--- src/rtl/hazard_unit_mc_if.sv ---
// hazard_unit_mc_if
//   Bundles the pipeline-side signals seen by the hazard unit.
//   Pipeline -> hazard unit: ID/EX/MEM/WB register addresses and control bits,
//                            branch info and the EX-stage MDU start request.
//   Hazard unit -> pipeline: EX/ID forwarding selects, per-stage stall and
//                            flush controls, MDU busy/done status.
//   master: the pipeline datapath/control side.
//   slave : the hazard unit.
interface hazard_unit_mc_if #(
  parameter int ADDR_W = 5
);
  logic [ADDR_W-1:0] rs_id;
  logic [ADDR_W-1:0] rt_id;
  logic              branch_id;
  logic              pc_src_id;
  logic [ADDR_W-1:0] rs_ex;
  logic [ADDR_W-1:0] rt_ex;
  logic [ADDR_W-1:0] write_reg_ex;
  logic              cu_reg_write_ex;
  logic              cu_mem_to_reg_ex;
  logic              mdu_start_ex;
  logic [ADDR_W-1:0] write_reg_mem;
  logic              cu_reg_write_mem;
  logic              cu_mem_to_reg_mem;
  logic [ADDR_W-1:0] write_reg_wb;
  logic              cu_reg_write_wb;

  logic [1:0]        forward_a;
  logic [1:0]        forward_b;
  logic              forward_a_id;
  logic              forward_b_id;
  logic              stall_if;
  logic              stall_id;
  logic              stall_ex;
  logic              flush_id;
  logic              flush_ex;
  logic              flush_mem;
  logic              mdu_busy;
  logic              mdu_done;

  modport master (
    output rs_id, rt_id, branch_id, pc_src_id,
    output rs_ex, rt_ex, write_reg_ex, cu_reg_write_ex, cu_mem_to_reg_ex, mdu_start_ex,
    output write_reg_mem, cu_reg_write_mem, cu_mem_to_reg_mem,
    output write_reg_wb, cu_reg_write_wb,
    input  forward_a, forward_b, forward_a_id, forward_b_id,
    input  stall_if, stall_id, stall_ex, flush_id, flush_ex, flush_mem,
    input  mdu_busy, mdu_done
  );

  modport slave (
    input  rs_id, rt_id, branch_id, pc_src_id,
    input  rs_ex, rt_ex, write_reg_ex, cu_reg_write_ex, cu_mem_to_reg_ex, mdu_start_ex,
    input  write_reg_mem, cu_reg_write_mem, cu_mem_to_reg_mem,
    input  write_reg_wb, cu_reg_write_wb,
    output forward_a, forward_b, forward_a_id, forward_b_id,
    output stall_if, stall_id, stall_ex, flush_id, flush_ex, flush_mem,
    output mdu_busy, mdu_done
  );
endinterface

--- src/rtl/hazard_unit_mc.sv ---
// hazard_unit_mc
//   Hazard unit for the 5-stage pipeline (IF/ID/EX/MEM/WB) with EX operand
//   forwarding, ID branch-comparator forwarding, load-use and branch-in-ID
//   stalls, taken-branch flush, and a stall FSM that freezes the front of the
//   pipe for the duration of a multi-cycle multiply/divide (MDU) op.
//
// Ports:
//   clk        rising-edge clock
//   rst        synchronous active-high reset
//   bus        hazard_unit_mc_if.slave (all pipeline inputs and hazard outputs)
//   stall_cnt  32-bit count of cycles with stall_if=1 (only when the macro
//              HAZARD_UNIT_MC_STALL_CNT_EN is defined)
//
// Parameters:
//   ADDR_W       register address width (register 0 is hard-wired zero)
//   MDU_LATENCY  total stall cycles per MDU op, 2..2**CNT_W
//   CNT_W        MDU down-counter width
module hazard_unit_mc #(
  parameter int ADDR_W      = 5,
  parameter int MDU_LATENCY = 4,
  parameter int CNT_W       = 4
) (
  input  logic             clk,
  input  logic             rst,
  hazard_unit_mc_if.slave  bus
`ifdef HAZARD_UNIT_MC_STALL_CNT_EN
  ,
  output logic [31:0]      stall_cnt
`endif
);

  // The start cycle is one stall cycle and DONE is not, so BUSY lasts
  // MDU_LATENCY-1 cycles: counting down from MDU_LATENCY-2 to 0 inclusive.
  localparam logic [CNT_W-1:0] CNT_INIT = CNT_W'(MDU_LATENCY - 2);

  typedef enum logic [1:0] {
    IDLE = 2'd0,
    BUSY = 2'd1,
    DONE = 2'd2
  } mdu_state_t;

  mdu_state_t       state;
  mdu_state_t       state_nxt;
  logic [CNT_W-1:0] cnt;
  logic [CNT_W-1:0] cnt_nxt;

  logic mdu_stall;
  logic mdu_busy_raw;
  logic mdu_done_raw;
  logic lu_stall;
  logic br_stall;
  logic stall_any;

  // A reader matches a writer only for a non-zero register actually written.
  function automatic logic reg_match(input logic [ADDR_W-1:0] r,
                                     input logic [ADDR_W-1:0] w,
                                     input logic              we);
    return (r != '0) && (r == w) && we;
  endfunction

  function automatic logic [1:0] fwd_sel(input logic [ADDR_W-1:0] src,
                                         input logic [ADDR_W-1:0] w_mem,
                                         input logic              we_mem,
                                         input logic [ADDR_W-1:0] w_wb,
                                         input logic              we_wb);
    if (reg_match(src, w_mem, we_mem))
      return 2'b10;
    else if (reg_match(src, w_wb, we_wb))
      return 2'b01;
    else
      return 2'b00;
  endfunction

  // Forwarding is pure steering and stays live through reset.
  assign bus.forward_a = fwd_sel(bus.rs_ex, bus.write_reg_mem, bus.cu_reg_write_mem,
                                 bus.write_reg_wb, bus.cu_reg_write_wb);
  assign bus.forward_b = fwd_sel(bus.rt_ex, bus.write_reg_mem, bus.cu_reg_write_mem,
                                 bus.write_reg_wb, bus.cu_reg_write_wb);

  // A load in MEM has no ALU result to hand the comparator yet.
  assign bus.forward_a_id = reg_match(bus.rs_id, bus.write_reg_mem, bus.cu_reg_write_mem)
                            & ~bus.cu_mem_to_reg_mem;
  assign bus.forward_b_id = reg_match(bus.rt_id, bus.write_reg_mem, bus.cu_reg_write_mem)
                            & ~bus.cu_mem_to_reg_mem;

  assign lu_stall = bus.cu_mem_to_reg_ex
                  & (reg_match(bus.rs_id, bus.write_reg_ex, bus.cu_reg_write_ex)
                   | reg_match(bus.rt_id, bus.write_reg_ex, bus.cu_reg_write_ex));

  // The ID comparator can't take an EX result at all, nor a MEM-stage load.
  assign br_stall = bus.branch_id
                  & (reg_match(bus.rs_id, bus.write_reg_ex, bus.cu_reg_write_ex)
                   | reg_match(bus.rt_id, bus.write_reg_ex, bus.cu_reg_write_ex)
                   | reg_match(bus.rs_id, bus.write_reg_mem,
                               bus.cu_reg_write_mem & bus.cu_mem_to_reg_mem)
                   | reg_match(bus.rt_id, bus.write_reg_mem,
                               bus.cu_reg_write_mem & bus.cu_mem_to_reg_mem));

  // MDU FSM: state register
  always_ff @(posedge clk) begin
    if (rst) begin
      state <= IDLE;
      cnt   <= '0;
    end else begin
      state <= state_nxt;
      cnt   <= cnt_nxt;
    end
  end

  // MDU FSM: next state. mdu_start_ex is only looked at in IDLE, so the op
  // held in EX during the stall can advance out of DONE without retriggering.
  always_comb begin
    state_nxt = state;
    cnt_nxt   = cnt;
    unique case (state)
      IDLE: begin
        if (bus.mdu_start_ex) begin
          state_nxt = BUSY;
          cnt_nxt   = CNT_INIT;
        end
      end
      BUSY: begin
        if (cnt == '0)
          state_nxt = DONE;
        else
          cnt_nxt = cnt - 1'b1;
      end
      DONE: begin
        state_nxt = IDLE;
      end
      default: begin
        state_nxt = IDLE;
      end
    endcase
  end

  // MDU FSM: outputs
  always_comb begin
    mdu_stall    = 1'b0;
    mdu_busy_raw = 1'b0;
    mdu_done_raw = 1'b0;
    unique case (state)
      IDLE:    mdu_stall    = bus.mdu_start_ex;
      BUSY: begin
        mdu_stall    = 1'b1;
        mdu_busy_raw = 1'b1;
      end
      DONE:    mdu_done_raw = 1'b1;
      default: mdu_stall    = 1'b0;
    endcase
  end

  assign stall_any = lu_stall | br_stall | mdu_stall;

  // While the MDU holds EX, its contents must survive, so no EX bubble then.
  assign bus.stall_if  = ~rst & stall_any;
  assign bus.stall_id  = ~rst & stall_any;
  assign bus.stall_ex  = ~rst & mdu_stall;
  assign bus.flush_ex  = ~rst & (lu_stall | br_stall) & ~mdu_stall;
  assign bus.flush_mem = ~rst & mdu_stall;
  assign bus.flush_id  = ~rst & bus.pc_src_id & bus.branch_id & ~stall_any;
  assign bus.mdu_busy  = ~rst & mdu_busy_raw;
  assign bus.mdu_done  = ~rst & mdu_done_raw;

`ifdef HAZARD_UNIT_MC_STALL_CNT_EN
  always_ff @(posedge clk) begin
    if (rst)
      stall_cnt <= '0;
    else if (bus.stall_if)
      stall_cnt <= stall_cnt + 32'd1;
  end
`endif

endmodule

--- src/flat_wrapper.sv ---
// flat-port wrapper written by rule: the top's interface ports become plain ports
module hazard_unit_mc_flat 
#(
  parameter int ADDR_W      = 5,
  parameter int MDU_LATENCY = 4,
  parameter int CNT_W       = 4
)
  (clk, rst, bus_rs_id, bus_rt_id, bus_branch_id, bus_pc_src_id, bus_rs_ex, bus_rt_ex, bus_write_reg_ex, bus_cu_reg_write_ex, bus_cu_mem_to_reg_ex, bus_mdu_start_ex, bus_write_reg_mem, bus_cu_reg_write_mem, bus_cu_mem_to_reg_mem, bus_write_reg_wb, bus_cu_reg_write_wb, bus_forward_a, bus_forward_b, bus_forward_a_id, bus_forward_b_id, bus_stall_if, bus_stall_id, bus_stall_ex, bus_flush_id, bus_flush_ex, bus_flush_mem, bus_mdu_busy, bus_mdu_done);
  hazard_unit_mc_if #(.ADDR_W(ADDR_W)) bus_i ();
  input  logic clk;
  input  logic rst;
  input wire logic [$bits(bus_i.rs_id)-1:0] bus_rs_id;
  input wire logic [$bits(bus_i.rt_id)-1:0] bus_rt_id;
  input wire logic [$bits(bus_i.branch_id)-1:0] bus_branch_id;
  input wire logic [$bits(bus_i.pc_src_id)-1:0] bus_pc_src_id;
  input wire logic [$bits(bus_i.rs_ex)-1:0] bus_rs_ex;
  input wire logic [$bits(bus_i.rt_ex)-1:0] bus_rt_ex;
  input wire logic [$bits(bus_i.write_reg_ex)-1:0] bus_write_reg_ex;
  input wire logic [$bits(bus_i.cu_reg_write_ex)-1:0] bus_cu_reg_write_ex;
  input wire logic [$bits(bus_i.cu_mem_to_reg_ex)-1:0] bus_cu_mem_to_reg_ex;
  input wire logic [$bits(bus_i.mdu_start_ex)-1:0] bus_mdu_start_ex;
  input wire logic [$bits(bus_i.write_reg_mem)-1:0] bus_write_reg_mem;
  input wire logic [$bits(bus_i.cu_reg_write_mem)-1:0] bus_cu_reg_write_mem;
  input wire logic [$bits(bus_i.cu_mem_to_reg_mem)-1:0] bus_cu_mem_to_reg_mem;
  input wire logic [$bits(bus_i.write_reg_wb)-1:0] bus_write_reg_wb;
  input wire logic [$bits(bus_i.cu_reg_write_wb)-1:0] bus_cu_reg_write_wb;
  output wire logic [$bits(bus_i.forward_a)-1:0] bus_forward_a;
  output wire logic [$bits(bus_i.forward_b)-1:0] bus_forward_b;
  output wire logic [$bits(bus_i.forward_a_id)-1:0] bus_forward_a_id;
  output wire logic [$bits(bus_i.forward_b_id)-1:0] bus_forward_b_id;
  output wire logic [$bits(bus_i.stall_if)-1:0] bus_stall_if;
  output wire logic [$bits(bus_i.stall_id)-1:0] bus_stall_id;
  output wire logic [$bits(bus_i.stall_ex)-1:0] bus_stall_ex;
  output wire logic [$bits(bus_i.flush_id)-1:0] bus_flush_id;
  output wire logic [$bits(bus_i.flush_ex)-1:0] bus_flush_ex;
  output wire logic [$bits(bus_i.flush_mem)-1:0] bus_flush_mem;
  output wire logic [$bits(bus_i.mdu_busy)-1:0] bus_mdu_busy;
  output wire logic [$bits(bus_i.mdu_done)-1:0] bus_mdu_done;
  assign bus_i.rs_id = bus_rs_id;
  assign bus_i.rt_id = bus_rt_id;
  assign bus_i.branch_id = bus_branch_id;
  assign bus_i.pc_src_id = bus_pc_src_id;
  assign bus_i.rs_ex = bus_rs_ex;
  assign bus_i.rt_ex = bus_rt_ex;
  assign bus_i.write_reg_ex = bus_write_reg_ex;
  assign bus_i.cu_reg_write_ex = bus_cu_reg_write_ex;
  assign bus_i.cu_mem_to_reg_ex = bus_cu_mem_to_reg_ex;
  assign bus_i.mdu_start_ex = bus_mdu_start_ex;
  assign bus_i.write_reg_mem = bus_write_reg_mem;
  assign bus_i.cu_reg_write_mem = bus_cu_reg_write_mem;
  assign bus_i.cu_mem_to_reg_mem = bus_cu_mem_to_reg_mem;
  assign bus_i.write_reg_wb = bus_write_reg_wb;
  assign bus_i.cu_reg_write_wb = bus_cu_reg_write_wb;
  assign bus_forward_a = bus_i.forward_a;
  assign bus_forward_b = bus_i.forward_b;
  assign bus_forward_a_id = bus_i.forward_a_id;
  assign bus_forward_b_id = bus_i.forward_b_id;
  assign bus_stall_if = bus_i.stall_if;
  assign bus_stall_id = bus_i.stall_id;
  assign bus_stall_ex = bus_i.stall_ex;
  assign bus_flush_id = bus_i.flush_id;
  assign bus_flush_ex = bus_i.flush_ex;
  assign bus_flush_mem = bus_i.flush_mem;
  assign bus_mdu_busy = bus_i.mdu_busy;
  assign bus_mdu_done = bus_i.mdu_done;
  hazard_unit_mc #(.ADDR_W(ADDR_W), .MDU_LATENCY(MDU_LATENCY), .CNT_W(CNT_W)) u_core (.clk(clk), .rst(rst), .bus(bus_i));
endmodule
--- config.mk ---
export PLATFORM = sky130hd
export DESIGN_NAME = hazard_unit_mc_flat
export DESIGN_NICKNAME = d
export VERILOG_FILES = /design/src/rtl/hazard_unit_mc_if.sv /design/src/rtl/hazard_unit_mc.sv /design/src/flat_wrapper.sv
export SDC_FILE = /design/constraint.sdc
export NUM_CORES = 1
export LEC_CHECK = 0
export ABC_AREA = 1
export BUFFER_PORTS_ARGS = -buffer_cell sky130_fd_sc_hd__buf_4
export CORE_UTILIZATION = 40
export CTS_CLUSTER_DIAMETER = 80
export DETAILED_ROUTE_END_ITERATION = 12
export PLACE_DENSITY = 0.72
export SYNTH_ARGS = -nofsm -noshare
export SYNTH_HDL_FRONTEND = slang
export SYNTH_SLANG_ARGS = --single-unit
--- constraint.sdc ---
create_clock -name clk -period 4.2 [get_ports clk]
set_clock_uncertainty 0.05 [all_clocks]
set_input_delay 0.84 -clock clk [delete_from_list [all_inputs] [get_ports clk]]
set_output_delay 0.84 -clock clk [all_outputs]
set_load 0.01 [all_outputs]
==> results of run 1 <==
layout by cell type (no fill, tap or decap), types with 2 or more instances in the layout:
cell type and instances:
buf_4 58, dfxtp_1 6, nor2_1 25, inv_2 3, inv_1 38, nand2_1 43, nand3_1 10, a211oi_1 3
nand4_1 2, nor3_1 9, xor2_1 8, o21ai_0 2, ha_1 2, clkbuf_4 3, a21oi_1 6, nand2_2 2
xnor2_1 12, o21ai_2 2, o22ai_1 4
power by group:
part,leakage (nW),switching (mW),internal [mW]
Sequential,0.0494,0.00870,0.0681
Combinational,0.806,0.0989,0.0877
Clock,0.0138,0.0199,0.0323
Total,0.869,0.128,0.188
sequential cells by signal, indices dropped and copies added, names as in the netlist:
signal        cells
u_core.state      2
u_core.cnt        4
kinds of logic after synthesis:
family | count (synthesis) | synth area share [%]
simple gates | 96 | 38.7
fa+ha+maj | 2 | 2.34
buf+inv | 44 | 16.8
xor+xnor | 20 | 16.4
flops | 6 | 11.2
compound gates | 23 | 14.6
final cells by class:
type	instances	area, µm²	area share (%)
multi-input combinational	141	771	50.0
timing repair buffer	58	435	28.3
inverter	41	154	9.99
sequential	6	120	7.80
tap	30	37.5	2.44
clock buffer	3	22.5	1.46
path summary, 6_finish.rpt:
check                      from               end  depth (start not counted)
setup / recovery   bus_rt_ex[4]  bus_forward_b[0]                          8
hold / removal    u_core.cnt[0]     u_core.cnt[0]                          1
setup reg to reg  u_core.cnt[0]     u_core.cnt[2]                          8
hold reg to reg   u_core.cnt[0]     u_core.cnt[0]                          1
stage by stage:
stage	setup WS (ns)	hold WS [ns]
2_1_floorplan	1.56	0.410
3_3_place_gp	1.49	0.448
3_5_place_dp	1.47	0.452
4_1_cts	1.47	0.458
5_1_grt	1.34	0.490
6_report	1.49	0.458
routing by layer:
| metal | vias to the layer above | global-route usage [%] |
|---|---|---|
| li1 | 714 | - |
| met1 | 543 | 26.2 |
| met2 | 51 | 38.9 |
| met3 | 2 | 5.65 |
| met4 | 0 | 3.07 |
| met5 | - | 0 |
==> metrics.yaml, run 1 <==
grt_max_degree: 8
synth_seq_cells: 6
routed.top_layer: "met4"
async_reset_ff_share_pct: 0
synth_warnings: 0
place_area_um2: 1520
synth.most_common_cell: "nand2_1"
status: "finished clean"
cts_tree: "built"
numPortBuffers: 58
timing.critical_path.mode_cell: "buf_4"
synth_cell_types: 30
critPathKind: "input pin to output port"
grt_pass1_vias: 1162
nets: 298
synthFlopType: "dfxtp_1"
die_y_um: 53.7
clkSlewWorstSetupHoldPaths_ns: 0.04
hold_viol: 0
design.core.area_um2: 2500
cp_top_family: "simple AND/OR/NAND/NOR gates"
cp.required_ns: 3.31
post_route_cells_drive_above_1_share_pct: 28.5
cap_violations: 0
power.total_mw: 0.316
fillerInstances: 250
endpoint_kind: "output port"
via_per_inst: 4.70
globalRouteOverflowTotal: 0
syn-cell-area_um2: 1070
cp_slowest_stage_delay_ns: 0.27
n_antenna_cell: 0
dr_total_vias: 1310
drt-initial-drc-count: 21
cpMaxStageDelayCell: "nor3b_1"
grt_antenna_before_repair: 0
postCtsHoldBufs: 0
syn_inst: 191
hpwl_um: 2470
cts_sinks: 6
syn2layout_area_growth_pct: 43.8
rsz0062_at_grt: "no"
drc: 0
grt_pass1_wl_um: 4710
final_design_area_no_fill_um2: 1540
met3_length_um: 197
arrival_ns: 1.82
ys_seq_area_share_pct: 11.2
dieArea_um2: 2890
p_leak_nw: 0.869
peakVddDrop_v: 0.000233
startpoint_type: "input pin"
crit_chain: "buf_4 -> inv_1 -> nand2_1 -> a21oi_1 -> nand4_1 -> nor3b_1 -> nor2_1 -> buf_4"
cts_resized: 0
avgRoutedWirePerCell_um: 10.2
worst_pin_slew_ns: 0.367
max_freq_mhz: 369
insertion_delay_ns: 0.24
setup_viol: 0
layout_min_cycle_time_ns: 2.71
cp_max_fo: 3
post-route-util_pct: 61.6
path_buf_inv: 3
cts_buffers: 3
layoutNonFillerInstCount: 279
die_w_um: 53.7
syn-mean-instance-area_um2: 5.61
cts_root_buf: "clkbuf_4"
synthTopCellsByArea: "nand2_1 15%, inv_1 13%, dfxtp_1 11%"
synth_edf_count: 0
met2WireLength_um: 1330
final_antenna_net_count: 0
io_pins: 59
r2r_slack_ns: 2.69
yosys-top-cells-count: "43 x nand2_1, 38 x inv_1, 25 x nor2_1, 12 x xnor2_1, 10 x nand3_1"
syn_nets: 238
gp_congestion: 0.840
finalMaxSlewViolations: 0
grt.total_usage_pct: 21.7
dr.pass1.iters: 4
min_path_type: "flop to flop"
dp_cells: 276
rows: 18
synth_top_area_share_pct: 15.1
power_density_nw_per_um2: 205
start_util_pct: 42.8
post_cts_buffers: 0
finalCritPeriodShare_pct: 64.6
routed_wl_um: 2850
relSlewSlack_pct: 75.3
synth_top_area_cell: "nand2_1"
htree_levels: 1
tns_ns: 0
clockBufferDepth: 2
wl_met1_um: 1310
No activity file was read; power rests on OpenSTA's default activity.
==> run 2: changes to the inputs <==
--- a/config.mk
+++ b/config.mk
@@ -5,12 +5,12 @@
 export SDC_FILE = /design/constraint.sdc
 export NUM_CORES = 1
 export LEC_CHECK = 0
-export ABC_AREA = 1
+export ABC_AREA = 0
 export BUFFER_PORTS_ARGS = -buffer_cell sky130_fd_sc_hd__buf_4
 export CORE_UTILIZATION = 40
 export CTS_CLUSTER_DIAMETER = 80
 export DETAILED_ROUTE_END_ITERATION = 12
-export PLACE_DENSITY = 0.72
+export PLACE_DENSITY = 0.75
 export SYNTH_ARGS = -nofsm -noshare
 export SYNTH_HDL_FRONTEND = slang
 export SYNTH_SLANG_ARGS = --single-unit
==> constraint.sdc (replaced) <==
create_clock -name clk -period 2.5 [get_ports clk]
set_clock_uncertainty 0.05 [all_clocks]
set_input_delay 0.5 -clock clk [delete_from_list [all_inputs] [get_ports clk]]
set_output_delay 0.5 -clock clk [all_outputs]
set_load 0.01 [all_outputs]
==> metrics.yaml, run 2 <==
status: "finished clean"
hold_viol: 0
ys_seq_area_share_pct: 12.7
p_int_mw: 0.309
nets: 223
synthFlopType: "dfxtp_1"
p_leak_nw: 0.612
min_path_type: "input pin to flop"
r2r_start: "u_core.cnt[0]"
largest_reg_flops: 4
tns_ns: 0
synth_edf_count: 0
synth_seq_cells: 6
layout_min_cycle_time_ns: 2.49
drt-initial-drc-count: 12
cts_root_buf: "clkbuf_4"
synthTopCellsByArea: "xnor2_1 24%, dfxtp_1 13%, xor2_1 11%"
switchingPower_mw: 0.175
clockBufferDepth: 2
syn_nets: 164
max_freq_mhz: 401
rsz0062_at_grt: "yes"
grt.total_usage_pct: 22.5
finalCritPeriodShare_pct: 99.8
die_y_um: 50.7
postCtsHoldBufs: 0
syn-cell-area_um2: 948
met2WireLength_um: 1660
start_util_pct: 42.5
top_regs: "u_core.cnt: 4 flops, u_core.state: 2 flops"
synth_cell_types: 34
critPathKind: "input pin to output port"
cts_tree: "built"
syn2layout_area_growth_pct: 56.6
design.core.area_um2: 2230
cts_sinks: 6
yosys-top-cells-count: "26 x xnor2_1, 12 x xor2_1, 11 x nor2_1, 7 x nor4_1, 6 x dfxtp_1"
hpwl_um: 2290
dieArea_um2: 2570
post_route_cells_drive_above_1_share_pct: 43.1
peakVddDrop_v: 0.000287
cts_buffers: 3
dr_total_vias: 1089
p_clk_share_pct: 18.2
relSlewSlack_pct: 64.7
endpoint_kind: "output port"
largest-register: "u_core.cnt"
mostFrequentLayoutCells: "56 x buf_4, 24 x xnor2_1, 12 x xor2_1"
numPortBuffers: 58
via_per_inst: 5.39
syn-mean-instance-area_um2: 8.11
syn_inst: 117
grt_antenna_before_repair: 0
io_pins: 59
power_density_nw_per_um2: 326
gp_congestion: 0.788
timing.final.ws_setup_ns: 0.00613
startpoint_type: "input pin"
insertion_delay_ns: 0.24
clkSlewWorstSetupHoldPaths_ns: 0.04
synth_top_area_share_pct: 24.0
reg2reg_depth: 7
arrival_ns: 1.94
worst_pin_slew_ns: 0.528
final_common_cell: "buf_4"
rows: 17
grt_pass1_vias: 1083
grt_pass1_wl_um: 4460
finalHoldWorstSlack_ns: 0.463
synth_warnings: 0
cp.required_ns: 1.95
synth_top_area_cell: "xnor2_1"
dp_slack_ns: -0.0148
comb_power_share_pct: 56.9
finalMaxSlewViolations: 0
cap_violations: 0
whs_path_depth: 2
setup_viol: 0
avgRoutedWirePerCell_um: 13.6
htree_levels: 1
drc: 0
die_w_um: 50.7
cp_max_fo: 3
async_reset_ff_share_pct: 0
dr.pass1.iters: 5
routed_wl_um: 2750
hp-start: "rst"
synth.most_common_cell: "xnor2_1"
final_antenna_net_count: 0
n_antenna_cell: 0
globalRouteOverflowTotal: 0
sw_frac_of_total_pct: 36.2
grt_max_degree: 11
wl_met1_um: 969
routed.top_layer: "met4"
startpoint: "bus_rt_id[4]"
met3_length_um: 87
seq_power_share_pct: 25.0
==> run 2: cell types whose count changed after synthesis, moves of 4 or more <==
cell,before,now
nor4_1,1,7
o22ai_1,4,0
inv_1,38,2
nand3_1,10,5
xor2_1,8,12
xnor2_1,12,26
nor3_1,9,2
or4_1,0,5
nor2_1,25,11
nand2_1,43,4
==> run 2: power groups by stage <==
stage,combinational [mW],sequential (mW),clock (mW)
3_5_place_dp,0.261,0.122,0
2_1_floorplan,0.148,0.119,0
6_report,0.275,0.121,0.0880
5_1_grt,0.301,0.122,0.0970
3_3_place_gp,0.251,0.121,0
4_1_cts,0.263,0.120,0.0921
==> run 2: metrics by stage <==
step           instances  area [µm²]  total power, mW  util, %
2_1_floorplan        117         955            0.267        -
3_3_place_gp         199        1390            0.372     62.3
3_5_place_dp         199        1390            0.382     62.3
4_1_cts              202        1420            0.475     63.5
5_1_grt              202        1490            0.521     66.5
6_report             202        1490            0.484     66.5
==> run 2: worst paths after layout <==
path	to	slack, ns
worst max register to register	u_core.cnt[3]	0.63
worst min-delay path	u_core.cnt[2]	0.46
worst min register to register	u_core.cnt[2]	0.47
worst max-delay path	bus_flush_id	0.006
==> run 2: cells by family after synthesis <==
| family | synth area share [%] |
|---|---|
| AND/OR/NAND/NOR | 29.2 |
| XOR/XNOR | 39.7 |
| AO/OA/AOI/OAI | 10.7 |
| buffers and inverters | 5.14 |
| flip-flops | 12.7 |
| adder cells (fa/ha/maj) | 2.64 |
==> run 2: critical path: stages <==
cell,delay [ns]
buf_8,0.10
or4_4,0.55
nor2_4,0.15
or4_4,0.14
a21o_1,0.15
and4bb_1,0.24
buf_6,0.11
==> run 2: cell type report <==
cell class              instances  area [µm²]
clock buffers                   3        22.5
fillers                       219         748
inverters                       2        7.51
multi-input cells             104         842
flip-flops and latches          6         120
well taps                      28        35.0
repair buffers                 59         458
==> run 2: repair_timing <==
item / CTS / global route
gates resized for setup: 1 / 14
endpoints found under the setup margin: 3 / 4
buffers inserted: 0 / 0
pin swaps: 3 / 10
==> run 2: routing by layer <==
metal	up-vias	global-route usage, %
li1	539	-
met1	520	22.3
met2	26	46.0
met3	4	3.94
met4	0	6.48
met5	-	0
==> run 3: changes to the inputs <==
--- a/config.mk
+++ b/config.mk
@@ -11,6 +11,7 @@
 export CTS_CLUSTER_DIAMETER = 80
 export DETAILED_ROUTE_END_ITERATION = 12
 export PLACE_DENSITY = 0.75
+export SKIP_CTS_REPAIR_TIMING = 1
 export SYNTH_ARGS = -nofsm -noshare
 export SYNTH_HDL_FRONTEND = slang
 export SYNTH_SLANG_ARGS = --single-unit
==> constraint.sdc (replaced) <==
create_clock -name clk -period 2.5 [get_ports clk]
set_clock_uncertainty 0.05 [all_clocks]
set_input_delay 0.5 -clock clk [delete_from_list [all_inputs] [get_ports clk]]
set_output_delay 0.5 -clock clk [all_outputs]
set_load 0.005 [all_outputs]
==> metrics.yaml, run 3 (synthesized netlist as in run 2, its figures left out) <==
grt_pass1_wl_um: 3910
n_antenna_cell: 0
htree_levels: 1
cts_tree: "built"
max_freq_mhz: 401
dieArea_um2: 2570
dr_total_vias: 1055
cts_sinks: 6
peakVddDrop_v: 0.000304
grt_antenna_before_repair: 0
hold_viol: 0
design.core.area_um2: 2230
setup_viol: 0
clkSlewWorstSetupHoldPaths_ns: 0.04
rsz0062_at_grt: "yes"
die_y_um: 50.7
min_path_type: "input pin to flop"
drc: 0
finalMaxSlewViolations: 0
final_common_cell: "buf_4"
startpoint_type: "input pin"
via_per_inst: 5.25
routed_wl_um: 2720
timing.final.ws_setup_ns: 0.00875
final_antenna_net_count: 0
mostFrequentLayoutCells: "55 x buf_4, 22 x xnor2_1, 12 x xor2_1"
post_route_cells_drive_above_1_share_pct: 45.1
cp_max_fo: 3
critPathKind: "input pin to output port"
globalRouteOverflowTotal: 0
status: "finished clean"
largest-register: "u_core.cnt"
cp.required_ns: 1.95
rows: 17
cts_root_buf: "clkbuf_4"
grt_max_degree: 11
grt_pass1_vias: 938
layout_min_cycle_time_ns: 2.49
finalCritPeriodShare_pct: 99.6
hpwl_um: 2160
die_w_um: 50.7
largest_reg_flops: 4
io_pins: 59
dp_cells: 198
fillerInstances: 177
numPortBuffers: 58
dp_slack_ns: -0.000920
arrival_ns: 1.94
p_leak_nw: 0.621
layoutNonFillerInstCount: 201
gp_congestion: 0.839
grt.total_usage_pct: 19.5
drt-initial-drc-count: 24
insertion_delay_ns: 0.25
dr.pass1.iters: 4
top_regs: "u_core.cnt: 4 flops, u_core.state: 2 flops"
syn2layout_area_growth_pct: 59.5
endpoint_kind: "output port"
avgRoutedWirePerCell_um: 13.5
worst_pin_slew_ns: 0.503
relSlewSlack_pct: 66.4
clockBufferDepth: 2
power_density_nw_per_um2: 320
nets: 222
start_util_pct: 42.5
cts_buffers: 3
cap_violations: 0
## run 3: final timing paths
path            startpoint       endpoint  slack (ns)  cells after the start
min                    rst  u_core.cnt[2]        0.46                      2
min reg2reg  u_core.cnt[2]  u_core.cnt[2]        0.47                      2
max           bus_rt_id[3]   bus_flush_id       0.009                      7
max reg2reg  u_core.cnt[0]  u_core.cnt[3]        0.72                      7
## run 3: metal layers
metal	track usage, %	share of wire [%]	vias to the layer above
met5	0	0	-
met4	4.17	0.52	0
met3	1.82	2.0	2
met2	36.0	54	27
met1	24.0	43	490
li1	-	-	536
## run 3: power breakdown
part	leakage [nW]	internal, mW	total [mW]	switching [mW]
Clock	0.0138	0.0544	0.0908	0.0364
Sequential	0.0492	0.107	0.121	0.0134
Combinational	0.558	0.148	0.273	0.125
## run 3: critical path, cell delays in order
cell,delay [ns]
buf_4,0.13
or4_4,0.52
nor2_4,0.16
or4_4,0.14
a21o_1,0.16
and4bb_1,0.22
buf_4,0.11
## run 3: final cells by class
class	count	area [µm²]	share of cell area (%)
multi-input cells	104	877	58.0
flip-flops and latches	6	120	7.94
well taps	28	35.0	2.32
inverters	2	7.51	0.496
clock buffers	3	22.5	1.49
repair buffers	58	450	29.8
## run 3: metrics by stage
step | power, mW | instance area, µm² | utilization [%] | hold slack, ns | TNS [ns]
floorplan | 0.261 | 948 | - | 0.420 | 0
global placement | 0.363 | 1380 | 61.7 | 0.433 | 0
detailed placement | 0.369 | 1380 | 61.7 | 0.457 | -0.000920
CTS | 0.460 | 1400 | 62.7 | 0.442 | -0.00787
global route | 0.517 | 1510 | 67.7 | 0.461 | -0.153
finish | 0.484 | 1510 | 67.7 | 0.455 | 0
